$ cat config.mk
export PLATFORM = sky130hd
export DESIGN_NAME = led_ctrl
export DESIGN_NICKNAME = d
export VERILOG_FILES = /design/src/rtl/led_pkg.sv /design/src/rtl/led_tick_gen.sv /design/src/rtl/led_ctrl.sv
export SDC_FILE = /design/constraint.sdc
export NUM_CORES = 1
export LEC_CHECK = 0
export BUFFER_PORTS_ARGS = -buffer_cell sky130_fd_sc_hd__buf_2
export CORE_MARGIN = 3
export CORE_UTILIZATION = 45
export CTS_BUF_LIST = sky130_fd_sc_hd__clkbuf_8
export CTS_CLUSTER_DIAMETER = 30
export DETAILED_ROUTE_END_ITERATION = 10
export HOLD_SLACK_MARGIN = 0.02
export PLACE_DENSITY = 0.7
export SETUP_SLACK_MARGIN = 0.15
export SYNTH_ARGS = -nofsm -noshare
export SYNTH_HDL_FRONTEND = slang
export SYNTH_SLANG_ARGS = --single-unit
$ cat constraint.sdc
create_clock -name clk -period 2.1 [get_ports clk]
set_clock_uncertainty 0.1 [all_clocks]
set_input_delay 0.105 -clock clk [delete_from_list [all_inputs] [get_ports clk]]
set_output_delay 0.105 -clock clk [all_outputs]
set_load 0.1 [all_outputs]
$ cat src/rtl/led_pkg.sv
// Shared register map and mode encoding for the LED controller.
package led_pkg;

    localparam int unsigned ADDR_W = 2;
    localparam int unsigned BUS_W  = 32;

    localparam logic [ADDR_W-1:0] ADDR_DATA   = 2'd0;
    localparam logic [ADDR_W-1:0] ADDR_MODE   = 2'd1;
    localparam logic [ADDR_W-1:0] ADDR_DUTY   = 2'd2;
    localparam logic [ADDR_W-1:0] ADDR_PERIOD = 2'd3;

    typedef enum logic [1:0] {
        MODE_STATIC = 2'd0,
        MODE_BLINK  = 2'd1,
        MODE_PWM    = 2'd2,
        MODE_ROTATE = 2'd3
    } mode_e;

endpackage

$ cat src/rtl/led_tick_gen.sv
// Programmable timebase: one-cycle tick every period+1 clocks, restartable by clear.
module led_tick_gen #(
    parameter int unsigned PRESCALE_W = 24
) (
    input  logic                  clk,
    input  logic                  reset,
    input  logic [PRESCALE_W-1:0] period,
    input  logic                  clear,
    output logic                  tick
);

    logic [PRESCALE_W-1:0] cnt;

    // Clear wins over the terminal count so a restart never emits a tick.
    assign tick = !clear && (cnt == period);

    always_ff @(posedge clk or posedge reset) begin
        if (reset) begin
            cnt <= '0;
        end else if (clear || tick) begin
            cnt <= '0;
        end else begin
            cnt <= cnt + PRESCALE_W'(1);
        end
    end

endmodule

$ cat src/rtl/led_ctrl.sv
// Memory-mapped LED controller: static, blink, PWM-dim and rotate modes.
module led_ctrl
    import led_pkg::*;
#(
    parameter int unsigned             NUM_LEDS   = 8,
    parameter int unsigned             PWM_BITS   = 4,
    parameter int unsigned             PRESCALE_W = 24,
    parameter logic [PRESCALE_W-1:0]   PERIOD_RST = PRESCALE_W'(12_500_000)
) (
    input  logic                clk,
    input  logic                reset,
    input  logic                wr_en,
    input  logic [ADDR_W-1:0]   addr,
    input  logic [BUS_W-1:0]    wr_data,
    output logic [BUS_W-1:0]    rd_data,
    output logic [NUM_LEDS-1:0] led_out
);

    localparam logic [PWM_BITS-1:0] PWM_MAX = {{(PWM_BITS-1){1'b1}}, 1'b0};

    logic [NUM_LEDS-1:0]   data;
    logic [NUM_LEDS-1:0]   data_rot;
    logic [NUM_LEDS-1:0]   led_nxt;
    mode_e                 mode;
    logic [PWM_BITS-1:0]   duty;
    logic [PWM_BITS-1:0]   pwm_cnt;
    logic [PRESCALE_W-1:0] period;
    logic                  phase;
    logic                  pwm_on;
    logic                  tick;
    logic                  tb_clear;
    logic                  unused_wr;

    assign unused_wr = ^wr_data;

    // MODE/PERIOD writes restart the timebase and blink phase.
    assign tb_clear = wr_en && ((addr == ADDR_MODE) || (addr == ADDR_PERIOD));
    assign pwm_on   = (pwm_cnt < duty);

    generate
        if (NUM_LEDS > 1) begin : g_rot
            assign data_rot = {data[NUM_LEDS-2:0], data[NUM_LEDS-1]};
        end else begin : g_norot
            assign data_rot = data;
        end
    endgenerate

    led_tick_gen #(
        .PRESCALE_W (PRESCALE_W)
    ) u_tick_gen (
        .clk    (clk),
        .reset  (reset),
        .period (period),
        .clear  (tb_clear),
        .tick   (tick)
    );

    always_comb begin
        led_nxt = '0;
        case (mode)
            MODE_STATIC: led_nxt = data;
            MODE_BLINK:  led_nxt = phase ? data : '0;
            MODE_PWM:    led_nxt = data & {NUM_LEDS{pwm_on}};
            MODE_ROTATE: led_nxt = data;
            default:     led_nxt = '0;
        endcase
    end

    always_comb begin
        rd_data = '0;
        case (addr)
            ADDR_DATA:   rd_data = BUS_W'(data);
            ADDR_MODE:   rd_data = BUS_W'(mode);
            ADDR_DUTY:   rd_data = BUS_W'(duty);
            ADDR_PERIOD: rd_data = BUS_W'(period);
            default:     rd_data = '0;
        endcase
    end

    always_ff @(posedge clk or posedge reset) begin
        if (reset) begin
            data    <= '0;
            mode    <= MODE_STATIC;
            duty    <= '1;
            period  <= PERIOD_RST;
            pwm_cnt <= '0;
            phase   <= 1'b0;
            led_out <= '0;
        end else begin
            pwm_cnt <= (pwm_cnt == PWM_MAX) ? '0 : pwm_cnt + PWM_BITS'(1);

            if (tb_clear) begin
                phase <= 1'b0;
            end else if (tick) begin
                phase <= ~phase;
            end

            // A bus write to DATA takes priority over a concurrent rotation.
            if (wr_en && (addr == ADDR_DATA)) begin
                data <= wr_data[NUM_LEDS-1:0];
            end else if (tick && (mode == MODE_ROTATE)) begin
                data <= data_rot;
            end

            if (wr_en) begin
                case (addr)
                    ADDR_MODE:   mode   <= mode_e'(wr_data[1:0]);
                    ADDR_DUTY:   duty   <= wr_data[PWM_BITS-1:0];
                    ADDR_PERIOD: period <= wr_data[PRESCALE_W-1:0];
                    default:     ;
                endcase
            end

            led_out <= led_nxt;
        end
    end

endmodule

==> results of run 1 <==
## path summary, 6_finish.rpt
path                                     endpoint  slack [ps]              start
max in group asynchronous                 duty[0]         940              reset
worst min-delay path                      data[1]         110              wr_en
worst min register to register  u_tick_gen.cnt[0]         420  u_tick_gen.cnt[0]
worst max-delay path                        phase         120         period[21]
min in group asynchronous               period[6]         300              reset
worst max register to register              phase         120         period[21]
## power groups by stage
stage               Clock [mW]  Sequential, mW  Combinational (mW)
global placement             0            1.90                1.61
detailed placement           0            1.91                1.63
global route              1.21            1.91                1.80
floorplan                    0            2.28               0.899
CTS                       1.15            1.88                1.68
finish                    1.14            1.88                1.70
## layout by cell type (no fill, tap or decap), types with 10 or more instances in the layout
master,n
dfrtp_1,58
buf_2,54
nor2_1,35
nand2_1,30
mux2_2,28
xor2_1,27
dlygate4sd3_1,25
and3_1,19
xnor2_1,18
dfstp_2,16
inv_1,14
nand4_1,14
nand3_1,14
a22o_1,12
buf_4,12
a21oi_1,11
clkbuf_8,10
## kinds of logic after synthesis
| logic type | after synthesis |
|---|---|
| AND/OR/NAND/NOR | 137 |
| flip-flops | 75 |
| AO/OA/AOI/OAI | 53 |
| XOR/XNOR | 45 |
| buffers and inverters | 43 |
| multiplexers | 33 |
| adder cells (fa/ha/maj) | 7 |
| other | 1 |
## repair_timing
item / 4_1_cts / 5_1_grt
hold buffers: 25 / 0
buffers inserted: 1 / 1
pin swaps: 1 / 3
gates resized for setup: 2 / 10
endpoints found under the hold margin: 56 / 0
setup endpoints to repair: 33 / 33
## through the flow
| stage | hold WS (ps) | instance area [um2] | setup TNS [ps] | utilization | total power [mW] |
|---|---|---|---|---|---|
| floorplan | 121.8 | 4069 | 0 | - | 3.180 |
| global placement | 150.2 | 4568 | 0 | 0.5397 | 3.515 |
| detailed placement | 153.7 | 4568 | 0 | 0.5397 | 3.536 |
| CTS | 94.44 | 5041 | 0 | 0.5956 | 4.717 |
| global route | 130.6 | 5091 | -4.006 | 0.6015 | 4.925 |
| finish | 108.1 | 5091 | 0 | 0.6015 | 4.721 |
## registers in the layout, indices dropped and copies added, names as in the netlist
register / count
period: 24
u_tick_gen.cnt: 24
data: 8
led_out: 8
duty: 4
pwm_cnt: 4
mode: 2
phase: 1
## layer usage
| metal | up-vias | routed length, um | track usage |
|---|---|---|---|
| met5 | - | 0 | 0 |
| met4 | 0 | 138 | 0.06114 |
| met3 | 11 | 535 | 0.04567 |
| met2 | 98 | 4559 | 0.3246 |
| met1 | 1568 | 4387 | 0.2752 |
| li1 | 1550 | - | - |
## critical path: stages (launching register included)
cell      delay, ps
dfstp_2         550
xor2_1           70
nor4_2          280
buf_4           160
nand4_1         160
or3_1           430
a21boi_2        150
## cell type report
type                       count  area (um2)
fill                         692        3373
multi-input combinational    283        1994
sequential                    75        1898
timing repair buffer         102       804.5
clock buffer                  10       137.6
tap                          105       131.4
clock inverter                 6       65.06
inverter                      15       60.06
==> results.py, run 1 <==
metrics = {
    "power_and_ir_drop": {
        "combPwrFrac": 0.360,
        "p_seq_frac": 0.399,
        "p_int_mw": 2.753,
        "ir_drop_mv": 0.5430,
        "power.leakage_nw": 2.338,
        "switchingPower_mw": 1.969,
        "sw_frac_of_total": 0.4169,
        "power_density_nw_per_um2": 927.4,
        "p_clk_frac": 0.241,
    },
    "placed_design": {
        "place_congestion": 0.8666,
        "hpwl_um": 6742,
        "place_ws_ps": 106.0,
        "port_buffers": 60,
        "place_inst": 553,
    },
    "finish": {
        "layout.nets": 530,
        "antenna_cells": 0,
        "stdcell_count": 596,
        "layout-drive-gt1-share": 0.3136,
        "area_growth_pct": 26.29,
    },
    "detailed_routing": {
        "vias_per_cell": 5.414,
        "final_antenna_net_count": 0,
        "wirelength_um": 9620,
        "avgRoutedWirePerCell_um": 16.14,
        "drc": 0,
        "dr.pass1.iters": 4,
        "drt_iter0_drc": 201,
        "num_vias": 3227,
    },
    "logic_synthesis": {
        "synth_common_cells": "59 x dfrtp_1, 35 x nor2_1, 30 x nand2_1",
        "synth_area_leaders": "dfrtp_1 37%, dfstp_2 10%, mux2_2 7.8%",
        "synth_top_family_by_area": "simple AND/OR/NAND/NOR gates",
        "synth_edf_count": 0,
        "synth_cells": 394,
        "synthAdderAreaFrac": 0.02173,
        "yosys_warnings": 0,
        "yosysMostFrequentCell": "dfrtp_1",
        "yosys.area.top_type": "dfrtp_1",
        "syn_area_per_cell_um2": 10.23,
        "synthXorXnorAreaFrac": 0.09777,
        "synth_compound_area_frac": 0.08908,
        "synth_top_area_frac": 0.3662,
        "synthDistinctLibCells": 40,
        "netlist_area_um2": 4031,
        "synth_simple_gate_area_frac": 0.1695,
        "async_flop_share": 1.000,
        "synthFlopType": "dfrtp_1",
        "synthMuxAreaShare": 0.09683,
        "ys_seq_elements": 75,
        "seq_area_frac_synth": 0.4705,
    },
    "grt": {
        "grt_usage": 0.2028,
        "antenna_found_initial": 0,
        "grt_remaining_overflow": 0,
        "grt_pass1_vias": 3321,
        "grt_max_degree": 35,
        "grt_pass1_wl_um": 16300,
    },
    "die": {
        "rows": 33,
        "coreArea_um2": 8464,
        "start_util": 0.4763,
        "die_area_um2": 10130,
        "io_pins": 77,
        "die_h_um": 100.7,
        "die_x_um": 100.7,
    },
    "worst_setup_path": {
        "path_class": "reg2reg",
        "reg2reg_depth": 6,
        "cp.arrival_ps": 2170,
        "startpoint_type": "flop",
        "path_max_fanout": 3,
        "worstPathRequired_ps": 2290,
        "cp-end-kind": "flop",
    },
    "timing": {
        "setup_slack_ps": 118.5,
        "period_share": 0.9436,
        "timing.slew.headroom": 0.5254,
        "maxSlewViolCount": 0,
        "setup_viol": 0,
        "fmax_mhz": 504.7,
        "tightest_slew_ps": 710.4,
        "fin_crit_ps": 1981,
        "rsz0062_at_grt": "true",
        "final-hold-violation-count": 0,
    },
    "cts": {
        "clock_latency_ps": 360,
        "h-tree-depth": 3,
        "clkSinkCount": 75,
        "cts_tree": "built",
        "path_clk_slew_ps": 80,
        "cts_inserted_buffers": 9,
        "cts_buffer_depth": 2,
        "clockRootBuffer": "clkbuf_8",
    },
    "hold_path": {
        "hold_path_class": "in2reg",
        "whs_path_depth": 3,
    },
    "outcome": {
        "status": "completed",
    },
    "run": {
        "cap_violations": 0,
    },
}
Note: power is estimated with default switching activity, not from simulation.
==> inputs of run 2 (changes only) <==
--- a/config.mk
+++ b/config.mk
@@ -6,7 +6,7 @@
 export NUM_CORES = 1
 export LEC_CHECK = 0
 export BUFFER_PORTS_ARGS = -buffer_cell sky130_fd_sc_hd__buf_2
-export CORE_MARGIN = 3
+export CORE_MARGIN = 2
 export CORE_UTILIZATION = 45
 export CTS_BUF_LIST = sky130_fd_sc_hd__clkbuf_8
 export CTS_CLUSTER_DIAMETER = 30
==> run 2 against run 1 <==
- sequential share of layout area up 0.52 points
- die area down 3.9%
- clock power about the same
- combinational power about the same
- first-iteration DRC count down 27%
- critical endpoint unchanged
- largest cell class unchanged
==> results.py, run 2 (synthesis gave the netlist of run 1 again) <==
metrics = {
    "detailed_routing": {
        "num_vias": 3243,
        "drt_iter0_drc": 147,
        "dr.pass1.iters": 4,
        "wirelength_um": 9521,
        "drc": 0,
        "vias_per_cell": 5.460,
        "final_antenna_net_count": 0,
        "avgRoutedWirePerCell_um": 16.03,
    },
    "die": {
        "rows": 34,
        "die_area_um2": 9732,
        "die_x_um": 98.65,
        "start_util": 0.4623,
        "io_pins": 77,
        "die_h_um": 98.65,
        "coreArea_um2": 8721,
    },
    "power_and_ir_drop": {
        "p_int_mw": 2.764,
        "power_density_nw_per_um2": 939.3,
        "combPwrFrac": 0.355,
        "p_clk_frac": 0.247,
        "switchingPower_mw": 1.949,
        "sw_frac_of_total": 0.4135,
        "p_seq_frac": 0.399,
        "power.leakage_nw": 2.304,
        "ir_drop_mv": 0.4064,
    },
    "placed_design": {
        "port_buffers": 60,
        "dpl_cell_area_um2": 4527,
        "place_congestion": 0.8706,
        "hpwl_um": 6520,
    },
    "grt": {
        "grt_pass1_vias": 3286,
        "grt_pass1_wl_um": 15730,
        "grt_max_degree": 76,
        "grt_remaining_overflow": 0,
        "grt_usage": 0.2026,
        "antenna_found_initial": 0,
    },
    "timing": {
        "maxSlewViolCount": 0,
        "fin_crit_ps": 1977,
        "tightest_slew_ps": 690.2,
        "rsz0062_at_grt": "true",
        "period_share": 0.9416,
        "timing.slew.headroom": 0.5399,
        "setup_viol": 0,
        "setup_tns_ps": 0,
        "fmax_mhz": 505.7,
        "final-hold-violation-count": 0,
    },
    "cts": {
        "cts_inserted_buffers": 9,
        "clock_latency_ps": 360,
        "cts_buffer_depth": 2,
        "clkSinkCount": 75,
        "h-tree-depth": 3,
        "cts_tree": "built",
        "path_clk_slew_ps": 90,
        "clockRootBuffer": "clkbuf_8",
    },
    "worst_setup_path": {
        "path_max_fanout": 10,
        "reg2reg_setup_slack_ps": 120,
        "cp-end-kind": "flop",
        "r2r_end": "phase",
        "startpoint_type": "flop",
        "path_class": "reg2reg",
        "reg2reg_from": "u_tick_gen.cnt[3]",
        "reg2reg_depth": 6,
        "cp.arrival_ps": 2160,
        "worstPathRequired_ps": 2280,
        "critPathCapture": "phase",
        "startpoint": "u_tick_gen.cnt[3]",
    },
    "finish": {
        "largest_registers": "period (24), u_tick_gen.cnt (24)",
        "layout_common_cells": "59 x dfrtp_1, 54 x buf_2, 35 x nor2_1, 30 x nand2_1, 28 x mux2_2",
        "utilization": 0.5753,
        "final_area_um2": 5017,
        "area_growth_pct": 24.46,
        "final_common_cell": "dfrtp_1",
        "antenna_cells": 0,
        "layout.nets": 525,
        "layout-drive-gt1-share": 0.2901,
    },
    "run": {
        "cap_violations": 0,
    },
    "hold_path": {
        "hold_path_class": "in2reg",
    },
    "outcome": {
        "status": "completed",
    },
}
==> run 2: changes by cell type in the layout (fill, tap and decap cells not counted), moves of 2 or more <==
cell | previous run | this run
buf_6 | 3 | 0
nor4_1 | 1 | 3
nor4_2 | 5 | 3
buf_4 | 12 | 10
clkinv_4 | 2 | 0
==> run 2: critical path: stages (launching register included) <==
cell      delay [ps]
dfrtp_1          450
xor2_1           180
nor4_2           330
nand4_1          150
buf_4            200
or3_1            340
a21boi_1         140
==> run 2: power by group through the flow <==
stage / registers, mW / clock network [mW] / logic (mW)
floorplan: 2.28 / 0 / 0.899
global placement: 1.90 / 0 / 1.59
detailed placement: 1.91 / 0 / 1.61
CTS: 1.88 / 1.18 / 1.67
global route: 1.91 / 1.24 / 1.77
finish: 1.88 / 1.16 / 1.67
==> run 2: stage by stage <==
stage,hold WS [ps],setup WS (ps),instances,total power [mW]
6_report,82.86,122.6,594,4.713
5_1_grt,80.05,-17.73,594,4.917
4_1_cts,66.09,117.7,592,4.727
3_5_place_dp,151.1,116.2,550,3.521
3_3_place_gp,142.0,163.9,550,3.491
2_1_floorplan,121.8,254.4,401,3.180
==> run 2: final cells by class <==
| type | count | area (um2) |
|---|---|---|
| Fill cell | 747 | 3704 |
| Sequential cell | 75 | 1897 |
| Timing Repair Buffer | 97 | 755.7 |
| Inverter | 15 | 60.06 |
| Clock buffer | 11 | 151.4 |
| Multi-Input combinational cell | 283 | 1964 |
| Clock inverter | 5 | 53.80 |
| Tap cell | 108 | 135.1 |
==> run 2: worst min-delay path by stage <==
| stage | to | slack (ps) | from | cells after the start |
|---|---|---|---|---|
| 5_1_grt | data[6] | 80 | wr_en | 3 |
| 2_1_floorplan | mode[0] | 120 | wr_data[0] | 2 |
| 6_report | data[7] | 80 | wr_en | 3 |
| 3_3_place_gp | led_out[5] | 140 | reset | 3 |
| 4_1_cts | data[7] | 70 | wr_en | 3 |
| 3_5_place_dp | led_out[5] | 150 | reset | 3 |
==> run 2: per-layer routing <==
metal,vias to the layer above,track usage,share of wire
met5,-,0,0
met3,14,0.04539,0.047
met2,102,0.3490,0.50
li1,1532,-,-
met4,0,0.07903,0.021
met1,1595,0.2477,0.44
==> run 2: what timing repair did <==
| item | CTS | global route |
|---|---|---|
| pin swaps | 1 | 3 |
| endpoints found under the hold margin | 93 | 0 |
| setup endpoints to repair | 33 | 33 |
| resized for setup | 2 | 0 |
| hold buffers | 25 | 0 |
| buffers inserted | 1 | 2 |
| cloned | 0 | 0 |
==> inputs of run 3 (changes only) <==
--- a/config.mk
+++ b/config.mk
@@ -13,6 +13,7 @@
 export DETAILED_ROUTE_END_ITERATION = 10
 export HOLD_SLACK_MARGIN = 0.02
 export PLACE_DENSITY = 0.7
+export RECOVER_POWER = 50
 export SETUP_SLACK_MARGIN = 0.15
 export SYNTH_ARGS = -nofsm -noshare
 export SYNTH_HDL_FRONTEND = slang
==> run 3 against run 2 <==
- cell count is the same
- total power shrank 0.11%
- first-iteration DRC count grew 0.68%
- via count grew 0.22%
- critical path type unchanged
- largest cell class unchanged
==> results.py, run 3 (synthesis gave the netlist of run 1 again) <==
metrics = {
    "outcome": {
        "status": "completed",
    },
    "cts": {
        "cts_buffer_depth": 2,
        "path_clk_slew_ps": 90,
        "h-tree-depth": 3,
        "cts_tree": "built",
        "clock_latency_ps": 360,
        "clkSinkCount": 75,
        "cts_inserted_buffers": 9,
        "clockRootBuffer": "clkbuf_8",
    },
    "finish": {
        "stdcell_count": 594,
        "nFillCells": 753,
        "antenna_cells": 0,
        "final_common_cell": "dfrtp_1",
        "layout-drive-gt1-share": 0.2840,
        "area_growth_pct": 23.99,
        "largest_registers": "period (24), u_tick_gen.cnt (24)",
        "layout.nets": 525,
        "layout_common_cells": "59 x dfrtp_1, 51 x buf_2, 35 x nor2_1, 30 x nand2_1, 28 x mux2_2",
    },
    "run": {
        "cap_violations": 0,
    },
    "detailed_routing": {
        "vias_per_cell": 5.471,
        "wl_met3_um": 466,
        "wirelength_um": 9548,
        "dr.pass1.iters": 5,
        "drc": 0,
        "wl_met2_um": 4718,
        "top_layer": "met4",
        "num_vias": 3250,
        "avgRoutedWirePerCell_um": 16.07,
        "drt-met1-wl_um": 4164,
        "final_antenna_net_count": 0,
        "drt_iter0_drc": 148,
    },
    "die": {
        "start_util": 0.4623,
        "coreArea_um2": 8721,
        "die_x_um": 98.65,
        "die_area_um2": 9732,
        "rows": 34,
        "die_h_um": 98.65,
        "io_pins": 77,
    },
    "timing": {
        "maxSlewViolCount": 0,
        "rsz0062_at_grt": "true",
        "tightest_slew_ps": 1156,
        "period_share": 0.9422,
        "fmax_mhz": 505.4,
        "setup_viol": 0,
        "fin_crit_ps": 1979,
        "timing.slew.headroom": 0.2326,
        "whs_ps": 87.74,
        "final-hold-violation-count": 0,
        "setup_tns_ps": 0,
    },
    "placed_design": {
        "place_congestion": 0.8706,
        "port_buffers": 60,
        "place_inst": 550,
        "hpwl_um": 6520,
    },
    "power_and_ir_drop": {
        "power.leakage_nw": 2.291,
        "power_density_nw_per_um2": 941.8,
        "p_total_mw": 4.708,
        "ir_drop_mv": 0.4017,
    },
    "grt": {
        "grt_pass1_vias": 3286,
        "grt_pass1_wl_um": 15730,
        "grt_usage": 0.2026,
        "grt_max_degree": 76,
        "antenna_found_initial": 0,
        "grt_remaining_overflow": 0,
    },
    "worst_setup_path": {
        "slowest_delay_ps": 450,
        "slowest_stage": "dfrtp_1",
        "path_class": "reg2reg",
        "startpoint_type": "flop",
        "path_max_fanout": 10,
        "cp.arrival_ps": 2160,
        "worstPathRequired_ps": 2280,
        "cp-end-kind": "flop",
        "worstPathCellList": "xor2_1 > nor4_2 > nand4_1 > buf_4 > or3_1 > a21boi_1",
    },
    "hold_path": {
        "hold_path_class": "in2reg",
    },
}
-- run 3: area by class of cell --
cell class | instances | area, um2 | area share
Multi-Input combinational cell | 283 | 1964 | 0.3930
Sequential cell | 75 | 1897 | 0.3795
Timing Repair Buffer | 97 | 737.0 | 0.1474
Clock buffer | 11 | 151.4 | 0.03029
Tap cell | 108 | 135.1 | 0.02703
Inverter | 15 | 60.06 | 0.01202
Clock inverter | 5 | 53.80 | 0.01076
-- run 3: final timing paths --
path	from	endpoint	slack, ps	cells past startpoint
setup / recovery	u_tick_gen.cnt[3]	phase	120	6
hold / removal	wr_en	data[7]	90	3
setup reg to reg	u_tick_gen.cnt[3]	phase	120	6
hold reg to reg	u_tick_gen.cnt[0]	u_tick_gen.cnt[0]	440	1
max in group asynchronous	reset	period[1]	690	4
min in group asynchronous	reset	data[4]	550	4
-- run 3: metal layers --
layer,global-route usage,up-vias
met5,0,-
met1,0.2477,1599
met3,0.04539,14
met2,0.3490,104
met4,0.07903,0
li1,-,1533
-- run 3: report_power, final --
group | leakage (nW) | internal, mW | switching, mW
Combinational | 1.29 | 0.458 | 1.21
Sequential | 0.895 | 1.69 | 0.187
Clock | 0.103 | 0.608 | 0.556
Total | 2.29 | 2.76 | 1.95
-- run 3: stage by stage --
stage | worst slack [ps] | utilization | cell area (um2)
4_1_cts | 117.7 | 0.5736 | 5002
5_1_grt | -17.73 | 0.5732 | 4999
3_5_place_dp | 116.2 | 0.5191 | 4527
2_1_floorplan | 254.4 | - | 4069
6_report | 121.3 | 0.5732 | 4999
3_3_place_gp | 163.9 | 0.5191 | 4527
-- run 3: worst max-delay path, delay by kind of cell (launching register included) --
family,cells,cell delay [ps]
xor+xnor,1,180
flops,1,450
compound gates,1,140
buf+inv,1,210
simple gates,3,820
-- run 3: timing repair --
action / 4_1_cts / 5_1_grt
hold buffers: 25 / 0
cloned: 0 / 0
endpoints found under the hold margin: 93 / 0
pin swaps: 1 / 3
setup buffers: 1 / 2
gates resized for setup: 2 / 0
setup endpoints to repair: 33 / 33
